**src/rtl/lcd_pkg.sv**
```systemverilog
// Shared definitions for the character-LCD bus blocks (init, writer, reader).
// Holds the bus timing defaults in 50 MHz clocks, the reader state encoding,
// field widths and positions, and a small constant helper.
package lcd_pkg;

   localparam int NIB_W  = 4;   // 4-bit bus mode
   localparam int BYTE_W = 8;
   localparam int BF_BIT = 7;   // busy flag position in the status byte

   // E high time shared by all bus agents
   localparam int LCD_T_E = 12;

   // Reader timing defaults
   localparam int RD_T_AS     = 3;
   localparam int RD_T_EH     = LCD_T_E;
   localparam int RD_T_GAP    = 50;
   localparam int RD_T_AH     = 2;
   localparam int RD_POLL_MAX = 100000;
   localparam int POLL_W      = 17;   // holds RD_POLL_MAX

   typedef enum logic [2:0] {
      RD_IDLE,
      RD_SETUP,
      RD_EH1,
      RD_GAP,
      RD_EH2,
      RD_HOLD,
      RD_DONE
   } rd_state_e;

   function automatic int max_of4(input int a, input int b, input int c, input int d);
      int m;
      m = a;
      if (b > m) m = b;
      if (c > m) m = c;
      if (d > m) m = d;
      return m;
   endfunction

endpackage

```
**src/rtl/lcd_read_ctrl_if.sv**
```systemverilog
// Request/response handshake between a bus client and lcd_read_ctrl.
//   rd_req/rd_rs/rd_poll : request, sampled while rd_ready=1
//   rd_ready             : reader idle
//   rd_valid             : one-cycle strobe qualifying rd_data/rd_timeout
// slave = the reader, master = the client.
interface lcd_read_ctrl_if;

   logic                      rd_req;
   logic                      rd_rs;
   logic                      rd_poll;
   logic                      rd_ready;
   logic                      rd_valid;
   logic [lcd_pkg::BYTE_W-1:0] rd_data;
   logic                      rd_timeout;

   modport slave (
      input  rd_req, rd_rs, rd_poll,
      output rd_ready, rd_valid, rd_data, rd_timeout
   );

   modport master (
      output rd_req, rd_rs, rd_poll,
      input  rd_ready, rd_valid, rd_data, rd_timeout
   );

endinterface

```
**src/rtl/lcd_nibble_strobe.sv**
```systemverilog
// One E strobe on the 4-bit LCD bus: raises E on start, holds it for T_EH
// clocks, and flags the last high cycle with done. The pad data is brought
// in through a 2-flop synchroniser; sample is the synchronised value and is
// meant to be captured by the caller while done=1.
// Ports:
//   clk, rst_n : clock, async active-low reset
//   start      : pulse, E rises on this edge
//   din        : raw SF_D pad value
//   e          : registered LCD_E
//   done       : last E-high cycle
//   sample     : synchronised pad nibble
module lcd_nibble_strobe
   import lcd_pkg::*;
#(
   parameter int T_EH = RD_T_EH
)(
   input  logic             clk,
   input  logic             rst_n,
   input  logic             start,
   input  logic [NIB_W-1:0] din,
   output logic             e,
   output logic             done,
   output logic [NIB_W-1:0] sample
);

   localparam int CW = (T_EH > 1) ? $clog2(T_EH) : 1;

   logic [NIB_W-1:0] sync1, sync2;
   logic [CW-1:0]    cnt;

   always_ff @(posedge clk or negedge rst_n) begin
      if (!rst_n) begin
         sync1 <= '0;
         sync2 <= '0;
         e     <= 1'b0;
         cnt   <= '0;
      end else begin
         sync1 <= din;
         sync2 <= sync1;
         if (start) begin
            e   <= 1'b1;
            cnt <= '0;
         end else if (e) begin
            if (done) begin
               e   <= 1'b0;
               cnt <= '0;
            end else begin
               cnt <= cnt + 1'b1;
            end
         end
      end
   end

   assign done   = e && (cnt == CW'(T_EH - 1));
   assign sample = sync2;

endmodule

```
**src/rtl/lcd_read_ctrl.sv**
```systemverilog
// Read side of the 4-bit character-LCD bus. Fetches one byte as two
// E-strobed nibbles (high first). RS=0 reads busy flag + address counter,
// RS=1 reads DDRAM/CGRAM data. Poll mode repeats status reads until BF=0
// or POLL_MAX reads, flagging rd_timeout in the latter case.
// Ports:
//   clk, rst_n   : clock, async active-low reset
//   rd           : client handshake (req/rs/poll in, ready/valid/data/timeout out)
//   SF_D_IN      : LCD data pads [11:8] as read back
//   LCD_E/RS/RW  : bus control, valid while bus_own=1
//   bus_own      : reader owns the bus (acceptance through end of hold)
module lcd_read_ctrl
   import lcd_pkg::*;
#(
   parameter int T_AS     = RD_T_AS,
   parameter int T_EH     = RD_T_EH,
   parameter int T_GAP    = RD_T_GAP,
   parameter int T_AH     = RD_T_AH,
   parameter int POLL_MAX = RD_POLL_MAX
)(
   input  logic             clk,
   input  logic             rst_n,
   lcd_read_ctrl_if.slave   rd,
   input  logic [NIB_W-1:0] SF_D_IN,
   output logic             LCD_E,
   output logic             LCD_RS,
   output logic             LCD_RW,
   output logic             bus_own
);

   localparam int TMAX = max_of4(T_AS, T_EH, T_GAP, T_AH);
   localparam int CW   = (TMAX > 1) ? $clog2(TMAX) : 1;

   rd_state_e         state, state_n;
   logic [CW-1:0]     cnt;
   logic              strobe_start, strobe_done;
   logic [NIB_W-1:0]  strobe_sample;
   logic              poll_q, repoll_q, bf_retry;
   logic [POLL_W-1:0] attempts;
   logic [BYTE_W-1:0] byte_q, data_q;
   logic              valid_q, timeout_q;

   // BF comes from the first nibble, already in byte_q when EH2 finishes
   assign bf_retry = poll_q && byte_q[BF_BIT] && (attempts < POLL_W'(POLL_MAX));

   always_ff @(posedge clk or negedge rst_n) begin
      if (!rst_n) state <= RD_IDLE;
      else        state <= state_n;
   end

   always_comb begin
      state_n      = state;
      strobe_start = 1'b0;
      case (state)
         RD_IDLE:  if (rd.rd_req) state_n = RD_SETUP;
         RD_SETUP: if (cnt == CW'(T_AS - 1)) begin
                      state_n      = RD_EH1;
                      strobe_start = 1'b1;
                   end
         RD_EH1:   if (strobe_done) state_n = RD_GAP;
         // A gap after a busy status read leads back to a fresh setup
         RD_GAP:   if (cnt == CW'(T_GAP - 1)) begin
                      if (repoll_q) begin
                         state_n = RD_SETUP;
                      end else begin
                         state_n      = RD_EH2;
                         strobe_start = 1'b1;
                      end
                   end
         RD_EH2:   if (strobe_done) state_n = bf_retry ? RD_GAP : RD_HOLD;
         RD_HOLD:  if (cnt == CW'(T_AH - 1)) state_n = RD_DONE;
         RD_DONE:  state_n = RD_IDLE;
         default:  state_n = RD_IDLE;
      endcase
   end

   // Shared phase counter for the E-low phases; restarts on every state change
   always_ff @(posedge clk or negedge rst_n) begin
      if (!rst_n)                                      cnt <= '0;
      else if (state_n != state)                       cnt <= '0;
      else if (state inside {RD_SETUP, RD_GAP, RD_HOLD}) cnt <= cnt + 1'b1;
   end

   always_ff @(posedge clk or negedge rst_n) begin
      if (!rst_n) begin
         LCD_RS    <= 1'b0;
         LCD_RW    <= 1'b0;
         bus_own   <= 1'b0;
         poll_q    <= 1'b0;
         repoll_q  <= 1'b0;
         attempts  <= '0;
         byte_q    <= '0;
         data_q    <= '0;
         valid_q   <= 1'b0;
         timeout_q <= 1'b0;
      end else begin
         valid_q <= (state_n == RD_DONE);
         if (state == RD_IDLE && rd.rd_req) begin
            LCD_RS   <= rd.rd_rs;
            LCD_RW   <= 1'b1;
            bus_own  <= 1'b1;
            poll_q   <= rd.rd_poll & ~rd.rd_rs;
            attempts <= POLL_W'(1);
         end
         if (state == RD_EH1 && strobe_done) byte_q[BYTE_W-1:NIB_W] <= strobe_sample;
         if (state == RD_EH2 && strobe_done) begin
            byte_q[NIB_W-1:0] <= strobe_sample;
            if (bf_retry) begin
               repoll_q <= 1'b1;
               attempts <= attempts + 1'b1;
            end
         end
         if (state == RD_GAP && state_n != RD_GAP) repoll_q <= 1'b0;
         // Release the bus and publish the byte together; rd_data is
         // otherwise left untouched so it holds between strobes
         if (state == RD_HOLD && state_n == RD_DONE) begin
            LCD_RS    <= 1'b0;
            LCD_RW    <= 1'b0;
            bus_own   <= 1'b0;
            data_q    <= byte_q;
            timeout_q <= poll_q & byte_q[BF_BIT];
         end
      end
   end

   lcd_nibble_strobe #(.T_EH(T_EH)) u_strobe (
      .clk    (clk),
      .rst_n  (rst_n),
      .start  (strobe_start),
      .din    (SF_D_IN),
      .e      (LCD_E),
      .done   (strobe_done),
      .sample (strobe_sample)
   );

   assign rd.rd_ready   = (state == RD_IDLE);
   assign rd.rd_valid   = valid_q;
   assign rd.rd_data    = data_q;
   assign rd.rd_timeout = timeout_q;

endmodule

```
**src/flat_wrapper.sv**
```systemverilog
// flat-port wrapper written by rule: the top's interface ports become plain ports
module lcd_read_ctrl_flat import lcd_pkg::*;
#(
   parameter int T_AS     = RD_T_AS,
   parameter int T_EH     = RD_T_EH,
   parameter int T_GAP    = RD_T_GAP,
   parameter int T_AH     = RD_T_AH,
   parameter int POLL_MAX = RD_POLL_MAX
)
  (clk, rst_n, SF_D_IN, LCD_E, LCD_RS, LCD_RW, bus_own, rd_rd_req, rd_rd_rs, rd_rd_poll, rd_rd_ready, rd_rd_valid, rd_rd_data, rd_rd_timeout);
  lcd_read_ctrl_if rd_i ();
  input  logic clk;
  input  logic rst_n;
  input  logic [NIB_W-1:0] SF_D_IN;
  output logic LCD_E;
  output logic LCD_RS;
  output logic LCD_RW;
  output logic bus_own;
  input wire logic [$bits(rd_i.rd_req)-1:0] rd_rd_req;
  input wire logic [$bits(rd_i.rd_rs)-1:0] rd_rd_rs;
  input wire logic [$bits(rd_i.rd_poll)-1:0] rd_rd_poll;
  output wire logic [$bits(rd_i.rd_ready)-1:0] rd_rd_ready;
  output wire logic [$bits(rd_i.rd_valid)-1:0] rd_rd_valid;
  output wire logic [$bits(rd_i.rd_data)-1:0] rd_rd_data;
  output wire logic [$bits(rd_i.rd_timeout)-1:0] rd_rd_timeout;
  assign rd_i.rd_req = rd_rd_req;
  assign rd_i.rd_rs = rd_rd_rs;
  assign rd_i.rd_poll = rd_rd_poll;
  assign rd_rd_ready = rd_i.rd_ready;
  assign rd_rd_valid = rd_i.rd_valid;
  assign rd_rd_data = rd_i.rd_data;
  assign rd_rd_timeout = rd_i.rd_timeout;
  lcd_read_ctrl #(.T_AS(T_AS), .T_EH(T_EH), .T_GAP(T_GAP), .T_AH(T_AH), .POLL_MAX(POLL_MAX)) u_core (.clk(clk), .rst_n(rst_n), .rd(rd_i), .SF_D_IN(SF_D_IN), .LCD_E(LCD_E), .LCD_RS(LCD_RS), .LCD_RW(LCD_RW), .bus_own(bus_own));
endmodule
```
**config.mk**
```make
export PLATFORM = sky130hd
export DESIGN_NAME = lcd_read_ctrl_flat
export DESIGN_NICKNAME = d
export VERILOG_FILES = /design/src/rtl/lcd_pkg.sv /design/src/rtl/lcd_read_ctrl_if.sv /design/src/rtl/lcd_nibble_strobe.sv /design/src/rtl/lcd_read_ctrl.sv /design/src/flat_wrapper.sv
export SDC_FILE = /design/constraint.sdc
export NUM_CORES = 1
export LEC_CHECK = 0
export ABC_AREA = 1
export CAP_MARGIN = 15
export CORE_MARGIN = 1.5
export CORE_UTILIZATION = 55
export CTS_BUF_LIST = sky130_fd_sc_hd__clkbuf_8
export DETAILED_ROUTE_END_ITERATION = 8
export PLACE_DENSITY_LB_ADDON = 0.1
export SYNTH_ARGS = -nofsm -noshare
export SYNTH_HDL_FRONTEND = slang
export SYNTH_SLANG_ARGS = --single-unit
```
**constraint.sdc**
```tcl
create_clock -name clk -period 2.4 [get_ports clk]
set_input_delay 0.48 -clock clk [delete_from_list [all_inputs] [get_ports clk]]
set_output_delay 0.48 -clock clk [all_outputs]
set_load 0.02 [all_outputs]
```
==> impl_metrics.json, run 1 <==
{
  "dr_total_vias": 2614,
  "nets": 440,
  "period_needed_ps": 2170,
  "dpl_cell_area_sq_um": 3390,
  "holdBufCountCts": 0,
  "clock_latency_ps": 340,
  "syn_nets": 413,
  "ys_seq_elements": 61,
  "yosysSeqAreaShare": 0.4898,
  "syn_inst": 399,
  "cts.path.max_buffers": 2,
  "drt_iter0_drc": 315,
  "dp.cells": 487,
  "hold_slack_ps": 285.7,
  "critPathArrivalTime_ps": 1690,
  "n_antenna_cell": 0,
  "cts_resized": 0,
  "cts_root_buf": "clkbuf_8",
  "leakagePower_nw": 1.833,
  "antenna_found_initial": 0,
  "r2r_cells": 10,
  "layout_commonest_cell": "nand2_1",
  "wl_um": 6300,
  "vias_per_cell": 5.197,
  "synth_cell_types": 35,
  "rsz0062_at_grt": "false",
  "path_max_fanout": 6,
  "cts_tree": "done",
  "tns_ps": 0,
  "fp.coreArea_sq_um": 5473,
  "outcome": "completed",
  "fin_area_sq_um": 3581,
  "wl_per_cell_um": 12.52,
  "ff2ff_setup_slack_ps": 590,
  "port_buffers": 23,
  "final.setup_skew_ps": 5.571,
  "dieWidth_um": 78.28,
  "first_global_vias": 2429,
  "clock-sinks": 61,
  "synth_edf_count": 0,
  "synth_area_per_cell_sq_um": 7.811,
  "ys_warn_count": 0,
  "syn-cell-area_sq_um": 3117,
  "fin_crit_sh": 0.9040,
  "die_h_um": 78.28,
  "track_usage": 0.2296,
  "relSlewSlack": 0.4944,
  "grt_max_degree": 62,
  "ys.flop_type": "dfrtp_1",
  "clk_pin_slew_ps": 70,
  "hold_violations": 0,
  "drc": 0,
  "h-tree-depth": 3,
  "setup_viol": 0,
  "final_cell_mix": "nand2_1 (140), dfrtp_1 (61), nor2_1 (40)",
  "gp_congestion": 0.8904,
  "synth_async_sr_flop_share": 1.000,
  "maxCapViolCount": 0,
  "vdd_drop_max_uv": 341.2,
  "hold_class": "input pin to async pin",
  "cp_data_required_time_ps": 1920,
  "crit_type": "flop to primary output",
  "area_delta_synth_final_pct": 14.89,
  "cp-start-kind": "flop",
  "postRouteAntennaNets": 0,
  "slew_viol_final": 0,
  "r2r_end": "u_core.cnt[2]$_DFFE_PN0P_",
  "grt_pass1_wl_um": 10870,
  "rows": 27,
  "fin_cells": 503,
  "powerDensity_nw_per_um2": 549.5,
  "cp-end-kind": "primary output",
  "reg2reg_from": "u_core.u_strobe.cnt[0]$_DFFE_PN0P_",
  "drive_gt1_frac": 0.08121,
  "ios": 24,
  "worst_pin_slew_ps": 758.4,
  "timing.fmax_mhz": 460.9,
  "firstDrtPassIters": 4,
  "fin_total_pwr_mw": 1.968,
  "die_area_sq_um": 6128,
  "cts_setup_buffers": 0,
  "numCtsBuffers": 9,
  "hpwl_um": 4315,
  "start_util": 0.5695,
  "grt_overflow": 0
}
## kinds of logic (layout without fill, tap and decap cells)
kind of cell	after synthesis	count (layout)	share of synthesized area
AOI/OAI and AO/OA	34	34	0.06022
xor gates and xnor gates	13	13	0.03653
adders and majority gates	5	5	0.02007
buffers and inverters	48	80	0.06784
DFF	61	61	0.4898
and+or+nand+nor	238	238	0.3256
## layout make-up
| class | count | area (sq um) |
|---|---|---|
| multi-input combinational | 290 | 1379 |
| clock buffer | 9 | 123.9 |
| fill | 470 | 1892 |
| clock inverter | 7 | 67.56 |
| timing repair buffer | 26 | 247.7 |
| tap | 72 | 90.09 |
| inverter | 38 | 146.4 |
| sequential | 61 | 1526 |
## routing by layer
| layer | track usage | part of all wire |
|---|---|---|
| met5 | 0 | 0 |
| met4 | 0.09464 | 0.017 |
| met3 | 0.05349 | 0.043 |
| met2 | 0.3757 | 0.49 |
| met1 | 0.2941 | 0.45 |
## synthesized netlist by cell type, drive strengths merged, types with 3 or more instances
cell   count  area share
nand3     41       0.073
inv       36       0.044
nand2    144        0.18
buf        8       0.018
xnor2      3      0.0084
nor3       5      0.0080
ha         5       0.020
nor2      42       0.054
xor2      10       0.028
a21oi     10       0.017
dfrtp     61        0.49
nand4      3      0.0060
o21ai     20       0.032
## worst max path at each step
stage / start / endpoint / slack [ps]
6_report: u_core.state[1]$_DFF_PN0_ / rd_rd_ready / 230
5_1_grt: u_core.state[1]$_DFF_PN0_ / rd_rd_ready / 110
4_1_cts: u_core.state[1]$_DFF_PN0_ / rd_rd_ready / 220
3_5_place_dp: u_core.u_strobe.cnt[0]$_DFFE_PN0P_ / u_core.cnt[2]$_DFFE_PN0P_ / 600
3_3_place_gp: u_core.state[1]$_DFF_PN0_ / rd_rd_ready / 600
2_1_floorplan: u_core.state[1]$_DFF_PN0_ / u_core.attempts[13]$_DFF_PN0_ / 650
## power by group
part / switching, mW / total [mW] / internal [mW]
sequential: 0.00379 / 1.04 / 1.04
combinational: 0.0243 / 0.0377 / 0.0134
clock: 0.415 / 0.888 / 0.473
total: 0.444 / 1.97 / 1.52
## state kept, by name, summed over array words and instances (netlist names)
register / count
u_core.byte_q: 8
u_core.LCD_RW: 1
u_core.u_strobe.sync1: 4
u_core.rd.rd_timeout: 1
u_core.u_strobe.cnt: 4
u_core.rd.rd_data: 8
u_core.poll_q: 1
u_core.rd.rd_valid: 1
u_core.repoll_q: 1
u_core.u_strobe.e: 1
u_core.LCD_RS: 1
u_core.attempts: 17
u_core.u_strobe.sample: 4
u_core.state: 3
u_core.cnt: 6
## worst max-delay path: stages, from the launching register on
cell and delay [ps]:
dfrtp_1 440, nor3_1 270, clkdlybuf4s50_1 650
## stage by stage
step                  util  setup WS [ps]
floorplan                -          649.1
global placement    0.6193          601.5
detailed placement  0.6193          603.7
CTS                 0.6543          220.9
global route        0.6543          106.0
finish              0.6543          230.4
Power figures use the tool's default switching activity.
==> run 2, diff against run 1 <==
ABC_AREA = default   (was 1)
CORE_MARGIN = 3   (was 1.5)
==> impl_metrics.json, run 2 <==
{
  "outcome": "completed",
  "relSlewSlack": 0.5981,
  "synth.most_common_cell": "dfrtp_1",
  "drive_gt1_frac": 0.1355,
  "yosysSeqAreaShare": 0.5367,
  "clock-sinks": 61,
  "clk_pin_slew_ps": 80,
  "fillerInstances": 373,
  "grt_overflow": 0,
  "dieWidth_um": 77.91,
  "gp_congestion": 0.8469,
  "cp-start-kind": "flop",
  "worst_pin_slew_ps": 600.9,
  "clock_latency_ps": 350,
  "syn-cell-area_sq_um": 2844,
  "n_antenna_cell": 0,
  "cts_tree": "done",
  "hold_violations": 0,
  "final_cell_mix": "dfrtp_1 (61), nand2_1 (45), clkdlybuf4s50_1 (22)",
  "cts.path.max_buffers": 2,
  "slew_viol_final": 0,
  "die_area_sq_um": 6070,
  "leakagePower_nw": 1.490,
  "grt_pass1_wl_um": 9604,
  "largest_reg_flops": 17,
  "area_delta_synth_final_pct": 17.91,
  "firstDrtPassIters": 4,
  "cts_setup_buffers": 0,
  "critPathArrivalTime_ps": 1860,
  "ys_warn_count": 0,
  "fin_crit_sh": 0.9752,
  "wl_per_cell_um": 15.05,
  "drc": 0,
  "grt_max_degree": 40,
  "start_util": 0.5866,
  "synth_async_sr_flop_share": 1.000,
  "vias_per_cell": 5.679,
  "regMostFlops": "u_core.attempts",
  "finish.utilization": 0.6916,
  "fp.coreArea_sq_um": 4848,
  "port_buffers": 23,
  "syn_inst": 277,
  "dr_total_vias": 2141,
  "hpwl_um": 3837,
  "wl_um": 5673,
  "synth_edf_count": 0,
  "track_usage": 0.2048,
  "netlist_top_cells_area": "dfrtp_1 (54%), nand2_1 (5.9%), mux2_2 (4.8%)",
  "first_global_vias": 2082,
  "final.setup_skew_ps": 9.386,
  "ios": 24,
  "powerDensity_nw_per_um2": 599.2,
  "numCtsBuffers": 9,
  "cts_root_buf": "clkbuf_8",
  "syn_nets": 291,
  "setup_viol": 0,
  "drt_iter0_drc": 119,
  "crit_type": "flop to primary output",
  "maxCapViolCount": 0,
  "synth_common_cells": "dfrtp_1 (61), nand2_1 (45), nor2_1 (21)",
  "nets": 319,
  "vdd_drop_max_uv": 399.9,
  "hold_class": "input pin to async pin",
  "die_h_um": 77.91,
  "ys_seq_elements": 61,
  "synth_top_area_frac": 0.5367,
  "path_max_fanout": 9,
  "tns_ps": 0,
  "synth_area_leader_cell": "dfrtp_1",
  "ys.flop_type": "dfrtp_1",
  "synth_cell_types": 45,
  "layout_commonest_cell": "dfrtp_1",
  "cp-end-kind": "primary output",
  "timing.fmax_mhz": 427.3,
  "period_needed_ps": 2340,
  "h-tree-depth": 3,
  "synth_area_per_cell_sq_um": 10.27,
  "antenna_found_initial": 0,
  "rsz0062_at_grt": "false",
  "postRouteAntennaNets": 0,
  "cp_data_required_time_ps": 1920,
  "rows": 25
}
[run 2: cell count changes after synthesis, moves of 9 or more]
cell,delta
nand3_1,-28
nor2_1,-19
nand2_1,-95
inv_1,-26
o21ai_0,-9
mux2_2,+12
o31ai_1,+9
or4_1,+10
[run 2: stage by stage]
| step | cell area [sq um] | power (mW) | hold WS [ps] | instances | setup WS (ps) |
|---|---|---|---|---|---|
| after floorplan | 2844 | 1.064 | 184.4 | 277 | 480.1 |
| after global placement | 3151 | 1.103 | 332.7 | 361 | 319.3 |
| after detailed placement | 3151 | 1.104 | 340.3 | 361 | 292.4 |
| after CTS | 3348 | 2.020 | 117.9 | 377 | 79.17 |
| after global routing | 3353 | 2.074 | 126.2 | 377 | 14.91 |
| final | 3353 | 2.009 | 100.1 | 377 | 59.63 |
[run 2: kinds of logic after synthesis]
logic type	count (synthesis)	share of synthesized area
buffers and inverters	21	0.03431
XOR/XNOR	5	0.01540
AO/OA/AOI/OAI	49	0.1144
AND/OR/NAND/NOR	119	0.2121
adder cells (fa/ha/maj)	5	0.02200
multiplexers	17	0.06511
flip-flops	61	0.5367
[run 2: layer usage]
metal  vias up  track usage  wire, um
li1       1048            -         -
met1      1024       0.2772      2707
met2        53       0.2962      2523
met3        16      0.04872       300
met4         0       0.1276       141
met5         -            0         0
[run 2: area by class of cell]
cell class / instances / area (sq um) / share of cell area
clock inverter: 7 / 73.82 / 0.02201
timing repair buffer: 30 / 290.3 / 0.08657
sequential: 61 / 1526 / 0.4552
tap: 67 / 83.83 / 0.02500
inverter: 8 / 30.03 / 0.008955
clock buffer: 9 / 123.9 / 0.03694
multi-input combinational: 195 / 1225 / 0.3653
[run 2: path summary, 6_finish.rpt]
path	slack [ps]	cells after the start	to	start
max	60	2	rd_rd_ready	u_core.state[0]$_DFF_PN0_
min	100	1	u_core.attempts[7]$_DFF_PN0_	rst_n
max reg2reg	310	8	u_core.rd.rd_data[1]$_DFFE_PN0P_	u_core.cnt[1]$_DFFE_PN0P_
min reg2reg	350	0	u_core.u_strobe.sample[1]$_DFF_PN0_	u_core.u_strobe.sync1[1]$_DFF_PN0_
max in group asynchronous	1720	2	u_core.u_strobe.sample[2]$_DFF_PN0_	rst_n
min in group clk	350	0	u_core.u_strobe.sample[1]$_DFF_PN0_	u_core.u_strobe.sync1[1]$_DFF_PN0_
[run 2: critical path: stages, from the launching register on]
cell	delay, ps
dfrtp_1	490
nor3_1	340
clkdlybuf4s50_1	680
[run 2: report_power, final]
part | total, mW | internal, mW | switching [mW]
Clock | 0.927 | 0.484 | 0.443
Sequential | 1.04 | 1.04 | 0.00520
Combinational | 0.0391 | 0.0167 | 0.0225
Total | 2.01 | 1.54 | 0.471
[run 2: timing repair]
item | 4_1_cts | 5_1_grt
setup endpoints to repair | 0 | 5
resized for setup | 0 | 1
hold buffers | 0 | 0
==> run 3, diff against run 2 <==
clock period = 2.3 ns   (was 2.4 ns; I/O delays follow)
==> impl_metrics.json, run 3 (synthesis results as in run 2) <==
{
  "outcome": "completed",
  "fp.coreArea_sq_um": 4848,
  "cts_setup_buffers": 0,
  "cts_tree": "done",
  "clock_latency_ps": 330,
  "period_needed_ps": 2121,
  "grt_overflow": 0,
  "preCtsSetupSlack_ps": 260.9,
  "largest_reg_flops": 17,
  "powerDensity_nw_per_um2": 658.2,
  "dr_total_vias": 2163,
  "die_h_um": 77.91,
  "area_delta_synth_final_pct": 20.94,
  "start_util": 0.5866,
  "cp_data_required_time_ps": 1840,
  "tns_ps": 0,
  "antenna_found_initial": 0,
  "layout_commonest_cell": "dfrtp_1",
  "cp-start-kind": "flop",
  "setup_viol": 0,
  "timing.fmax_mhz": 471.4,
  "first_global_vias": 1996,
  "maxCapViolCount": 0,
  "dpl_cell_area_sq_um": 3196,
  "firstDrtPassIters": 4,
  "fin_area_sq_um": 3440,
  "vdd_drop_max_uv": 471.2,
  "hpwl_um": 3752,
  "drive_gt1_frac": 0.1487,
  "cp-end-kind": "primary output",
  "grt_pass1_wl_um": 9149,
  "n_antenna_cell": 0,
  "wl_um": 5362,
  "port_buffers": 23,
  "regMostFlops": "u_core.attempts",
  "dieWidth_um": 77.91,
  "die_area_sq_um": 6070,
  "rsz0062_at_grt": "false",
  "hold_violations": 0,
  "hold_class": "input pin to async pin",
  "final.setup_skew_ps": 6.989,
  "relSlewSlack": 0.6724,
  "ios": 24,
  "numCtsBuffers": 9,
  "slew_viol_final": 0,
  "rows": 25,
  "track_usage": 0.1930,
  "fin_crit_sh": 0.9224,
  "h-tree-depth": 3,
  "clk_pin_slew_ps": 70,
  "path_max_fanout": 3,
  "critPathArrivalTime_ps": 1660,
  "drc": 0,
  "gp_congestion": 0.8142,
  "worst_slack_ps": 178.6,
  "wl_per_cell_um": 14.00,
  "crit_type": "flop to primary output",
  "drt_iter0_drc": 120,
  "vias_per_cell": 5.648,
  "postRouteAntennaNets": 0,
  "leakagePower_nw": 1.535,
  "nets": 325,
  "cts.path.max_buffers": 2,
  "final_cell_mix": "dfrtp_1 (61), nand2_1 (45), clkdlybuf4s50_1 (22)",
  "clock-sinks": 61,
  "grt_max_degree": 42,
  "finish.utilization": 0.7094,
  "worst_pin_slew_ps": 491.4,
  "cts_root_buf": "clkbuf_8"
}
[run 3: final cells by class]
cell class	count	area (sq um)
timing repair buffer	36	335.3
sequential	61	1526
fill	373	1409
inverter	8	30.03
tap	67	83.83
multi-input combinational	195	1225
clock inverter	7	115.1
clock buffer	9	123.9
[run 3: stage by stage]
step / total power, mW / hold WS [ps] / cells
2_1_floorplan: 1.110 / 164.4 / 277
5_1_grt: 2.342 / 111.6 / 383
3_5_place_dp: 1.152 / 335.6 / 367
3_3_place_gp: 1.151 / 332.8 / 367
6_report: 2.264 / 81.49 / 383
4_1_cts: 2.289 / 92.88 / 383
[run 3: final timing paths]
kind	to	from	cells after the start	slack (ps)
min in group clk	u_core.u_strobe.sample[3]$_DFF_PN0_	u_core.u_strobe.sync1[3]$_DFF_PN0_	0	340
setup reg to reg	u_core.attempts[10]$_DFF_PN0_	u_core.u_strobe.cnt[0]$_DFFE_PN0P_	7	240
max in group asynchronous	u_core.u_strobe.cnt[0]$_DFFE_PN0P_	rst_n	2	1650
hold / removal	u_core.attempts[4]$_DFF_PN0_	rst_n	1	80
setup / recovery	rd_rd_ready	u_core.state[1]$_DFF_PN0_	2	180
hold reg to reg	u_core.u_strobe.sample[3]$_DFF_PN0_	u_core.u_strobe.sync1[3]$_DFF_PN0_	0	340
[run 3: critical path: stages, from the launching register on]
cell             delay [ps]
dfrtp_1                 400
nor3_2                  270
clkdlybuf4s50_1         650
[run 3: metal layers]
layer  GRT usage  vias to the layer above  wire (um)
met4     0.08916                        0         89
met3     0.04756                        9        263
met1      0.2636                     1045       2557
met5           0                        -          0
met2      0.2902                       51       2451
li1            -                     1058          -
[run 3: power by group]
| group | leakage (nW) | switching (mW) | internal [mW] |
|---|---|---|---|
| clock | 0.121 | 0.419 | 0.715 |
| combinational | 0.682 | 0.0238 | 0.0174 |
| sequential | 0.732 | 0.00529 | 1.08 |
[run 3: what timing repair did]
action,4_1_cts,5_1_grt
endpoints found under the setup margin,0,1
resized for setup,0,1
hold buffers,0,0
